===== src/rtl/tri_mon.sv =====
// Receive-side monitor for a W-bit up/down triangle stream with two-sample dwell at each end.
// Locks onto the sequence, tracks direction, flags violations and counts periods and errors.
module tri_mon #(
    parameter int W  = 4,
    parameter int CW = 8
) (
    input  logic          ck,
    input  logic          rst,
    input  logic          en,
    input  logic [W-1:0]  x,
    output logic          lock,
    output logic          dir,
    output logic          err,
    output logic          peak,
    output logic          trough,
    output logic [CW-1:0] per_cnt,
    output logic [CW-1:0] err_cnt
);
    localparam logic [W-1:0] MAX = '1;

    typedef enum logic [2:0] {HUNT, UP, TOP, DOWN, BOT} st_t;

    st_t           st_q, st_d;
    logic          hv_q, hv_d;
    logic [W-1:0]  prev_q, prev_d;
    logic          lock_q, lock_d, dir_q, dir_d;
    logic          err_q, err_d, peak_q, peak_d, trough_q, trough_d;
    logic [CW-1:0] per_q, per_d, errc_q, errc_d;

    logic step_up, step_dn, is_max, is_zero, viol;

    // One bit of headroom so MAX->0 and 0->MAX can never look like steps
    assign step_up = ({1'b0, prev_q} + (W+1)'(1)) == {1'b0, x};
    assign step_dn = (prev_q != '0) && (({1'b0, prev_q} - (W+1)'(1)) == {1'b0, x});
    assign is_max  = (x == MAX);
    assign is_zero = (x == '0);

    always_comb begin
        st_d     = st_q;
        hv_d     = hv_q;
        prev_d   = prev_q;
        dir_d    = dir_q;
        err_d    = 1'b0;
        peak_d   = 1'b0;
        trough_d = 1'b0;
        per_d    = per_q;
        errc_d   = errc_q;
        viol     = 1'b0;
        if (en) begin
            prev_d = x;
            case (st_q)
                HUNT: begin
                    if (!hv_q)                          hv_d = 1'b1;
                    else if (step_up)                   st_d = is_max  ? TOP : UP;
                    else if (step_dn)                   st_d = is_zero ? BOT : DOWN;
                    else if (is_zero && prev_q == '0)   st_d = UP;
                    else if (is_max  && prev_q == MAX)  st_d = DOWN;
                end
                UP: begin
                    if (step_up) st_d = is_max ? TOP : UP;
                    else         viol = 1'b1;
                end
                TOP: begin
                    if (is_max) begin
                        st_d   = DOWN;
                        peak_d = 1'b1;
                    end else viol = 1'b1;
                end
                DOWN: begin
                    if (step_dn) st_d = is_zero ? BOT : DOWN;
                    else         viol = 1'b1;
                end
                BOT: begin
                    if (is_zero) begin
                        st_d     = UP;
                        trough_d = 1'b1;
                        per_d    = per_q + CW'(1);
                    end else viol = 1'b1;
                end
                default: st_d = HUNT;
            endcase
            if (viol) begin
                err_d = 1'b1;
                st_d  = HUNT;
                hv_d  = 1'b1;
                if (errc_q != '1) errc_d = errc_q + CW'(1);
            end
        end
        // Direction is sticky while hunting
        case (st_d)
            UP, TOP:   dir_d = 1'b1;
            DOWN, BOT: dir_d = 1'b0;
            default:   dir_d = dir_q;
        endcase
        lock_d = (st_d != HUNT);
    end

    always_ff @(posedge ck or negedge rst) begin
        if (!rst) begin
            st_q     <= HUNT;
            hv_q     <= 1'b0;
            prev_q   <= '0;
            lock_q   <= 1'b0;
            dir_q    <= 1'b0;
            err_q    <= 1'b0;
            peak_q   <= 1'b0;
            trough_q <= 1'b0;
            per_q    <= '0;
            errc_q   <= '0;
        end else begin
            st_q     <= st_d;
            hv_q     <= hv_d;
            prev_q   <= prev_d;
            lock_q   <= lock_d;
            dir_q    <= dir_d;
            err_q    <= err_d;
            peak_q   <= peak_d;
            trough_q <= trough_d;
            per_q    <= per_d;
            errc_q   <= errc_d;
        end
    end

    assign lock    = lock_q;
    assign dir     = dir_q;
    assign err     = err_q;
    assign peak    = peak_q;
    assign trough  = trough_q;
    assign per_cnt = per_q;
    assign err_cnt = errc_q;
endmodule


===== config.mk =====
export PLATFORM = sky130hd
export DESIGN_NAME = tri_mon
export DESIGN_NICKNAME = d
export VERILOG_FILES = /design/src/rtl/tri_mon.sv
export SDC_FILE = /design/constraint.sdc
export NUM_CORES = 1
export LEC_CHECK = 0
export ABC_CLOCK_PERIOD_IN_PS = 3700
export CORE_MARGIN = 2
export CORE_UTILIZATION = 40
export DETAILED_ROUTE_END_ITERATION = 12
export PLACE_DENSITY = 0.63
export SYNTH_ARGS = -nofsm -noshare
export SYNTH_HDL_FRONTEND = slang
export SYNTH_SLANG_ARGS = --single-unit
export TNS_END_PERCENT = 20

===== constraint.sdc =====
create_clock -name ck -period 3.7 [get_ports ck]
set_input_delay 0.37 -clock ck [delete_from_list [all_inputs] [get_ports ck]]
set_output_delay 0.37 -clock ck [all_outputs]
set_load 0.02 [all_outputs]

==> results.md <==
* Outcome: completed
* GR Util met2 at 27.04%
* Worst path arrival time at 3240 ps
* EDFF count, synth at 0
* Drt drc at 0
* Hold crit path type: input port to asynchronous set/reset pin
* Grt ovf at 0
* Via density at 5.490
* Async S/R FF share, synth at 100.0%
* Worst path max stage delay at 480 ps
* Syn_nets at 184
* GRT busiest layer: met2
* Root Buffer: clkbuf_8
* Most numerous cell in the Yosys netlist: dfrtp_1
* Fraction of layout cells with a size suffix above 1 at 14.43%
* Maximum vdd drop at 333.2 uV
* Fill cells at 398
* Post-DP HPWL at 2658 um
* # rows at 24
* Vias in the first global route at 1425
* Synth cell types at 50
* Final Cell Area at 2168 um2
* Placed instance area at 2067 um2
* Clock Latency Late Sink at 280 ps
* PD cells at 559.5 nW/um2
* Die width at 70.58 um
* Critical path, cell by cell: inv_1, ha_1, nor2b_1, or3_4, a211oi_2, nor3_1, o41ai_1, a31o_2, nor3_1, nor4_2
* Max-slew violation count at 0
* # IOs at 28
* CP startpoint kind: flip-flop
* RSZ-0062 raised after global routing: false
* Crit-path slowest cell: o41ai_1
* Synthesized area per cell at 10.25 um2
* Most frequent cells after synthesis: dfrtp_1, nand2_1, inv_1, xnor2_1, xor2_1
* Stages on the worst setup path at 10
* Setup_tns at 0 ps
* Reg2reg end: dir
* FMAX at 327.1 MHz
* Yosys warns at 0
* GPL Wtd Cong at 0.9295
* M3 GR Usage at 3.846%
* Final period util at 82.64%
* CTS Buf Count at 5
* Largest net degree at the start of global routing at 30
* Die Ht at 70.58 um
* Synth Flop Type: dfrtp_1
* Synth Cell Area at 1773 um2
* GRT met1 Usage at 20.85%
* Initial Utilization at 41.00%
* Ranking of synthesized cells by area: dfrtp_1, xnor2_1, xor2_1
* Post-cts gate resize count at 0
* Skew final at 3.180 ps
* Post-CTS Setup Inserts at 0
* Largest buffer count on any clock path at 2
* Register area at 725.7 um2
* Largest delay contributor family on the critical path: compound AO/OA/AOI/OAI gates
* # diodes at 0
* Hold Buf Count CTS at 0
* Initial DRC count at 112
* Area Overhead vs Synth at 22.30%
* Clock-pin slew of the registers on the worst-case setup and hold paths at 60 ps
* Post-Route WL at 3596 um
* Port Buffers at 27
* CP endpoint kind: flip-flop
* Reg-to-Reg Start: prev_q[0]
* Crit Path Class: flip-flop to flip-flop
* Footprint of the multi-input gates at 960.9 um2
* Area fraction of the dominant cell type after synthesis at 40.93%
* CTS H-tree depth at 2
* Worst r2r path cells at 10
* Mapped Cells at 173
* Global-route wire length before repair at 6506 um
* # setup viols final at 0
* DR WL/cell at 14.21 um
* WP buf/inv at 1
* Design Power at 0.001213 W
* P_leak at 0.9264 nW
* TritonCTS clock tree: yes
* Vias at 1389
* Most used cell, CP: nor3_1
* Max-Cap Viols at 0
* Final critical-path required period at 3058 ps
* Initial antenna violation count at 0
* Worst-path maximum fanout at 6
* Core Box Area at 4324 um2
* Nets at 211
* Actual slew at the worst max-slew pin at 537.8 ps
* Final ANT Viol Nets at 0
* Pre-Repair DR Iteration Count at 4
* Rel. slew slack at 63.85%
* Synth area leader: dfrtp_1
* Yosys reg bits at 29
* Reg2Reg Setup Slack at 640 ps
* CTS sink count at 29
* Sequential fraction of the synthesis area at 40.93%
* Tot GR Track Use at 16.44%
* Critical path required time at 3880 ps
* Die area at 4981 um2
* Final Hold Viols at 0
[layout make-up]
type | count | area share (%)
sequential | 29 | 33.47
clock buffer | 7 | 4.443
inverter | 10 | 1.731
timing repair buffer | 28 | 12.81
multi-input combinational | 126 | 44.32
tap | 52 | 3.001
clock inverter | 1 | 0.2308
[state kept, by name, summed over array words and instances (netlist names)]
register / cells
err_cnt: 8
per_cnt: 8
prev_q: 4
st_q: 3
dir: 1
err: 1
hv_q: 1
lock: 1
peak: 1
trough: 1
[how the worst max path moves through the flow]
stage,to,from,slack (ps)
final,dir,prev_q[0],640
after global placement,err_cnt[1],x[2],650
after CTS,dir,prev_q[0],630
after global routing,dir,prev_q[0],420
after detailed placement,lock,x[2],590
after floorplan,err_cnt[1],prev_q[0],960
[layer usage]
metal,wire (um),share of wire [%]
met3,164,4.6
met2,1828,51
met4,59,1.6
met5,0,0
met1,1545,43
[stage by stage]
step / setup slack [ps] / util [%] / hold slack [ps] / instances
finish: 642.4 / 50.14 / 467.4 / 253
global route: 416.9 / 50.14 / 520.6 / 253
CTS: 634.5 / 50.14 / 475.5 / 253
detailed placement: 592.2 / 47.80 / 466.4 / 245
global placement: 648.9 / 47.80 / 460.0 / 245
floorplan: 956.9 / - / 74.41 / 173
[report_power, final]
part           internal (W)  switching (W)  leakage, nW
Combinational      0.000230       0.000243        0.502
Sequential         0.000373      0.0000791        0.370
Clock              0.000168       0.000121       0.0542
[cell families (layout without fill, tap and decap cells)]
family | Yosys count | count (layout) | synth area share, %
and+or+nand+nor | 73 | 73 | 25.41
xor gates and xnor gates | 22 | 22 | 12.56
adders and majority gates | 4 | 4 | 2.823
AOI/OAI and AO/OA | 23 | 23 | 10.87
muxes | 4 | 4 | 2.540
DFF | 29 | 29 | 40.93
buffers and inverters | 18 | 46 | 4.869
[placed cells by master (no fill, tap or decap), drive strengths merged, types with 2 or more instances in the layout]
cell type	n
a21oi	2
a221oi	2
a22oi	3
a31o	2
and2	5
and3	4
and4	2
clkbuf	7
clkdlybuf4s50	27
dfrtp	29
ha	4
inv	10
mux2	4
nand2	12
nand3	8
nand4	5
nor2	8
nor2b	5
nor3	9
nor3b	2
nor4	6
o21ai	6
or3	3
xnor2	12
xor2	9
Note: power is estimated with default switching activity, not from simulation.
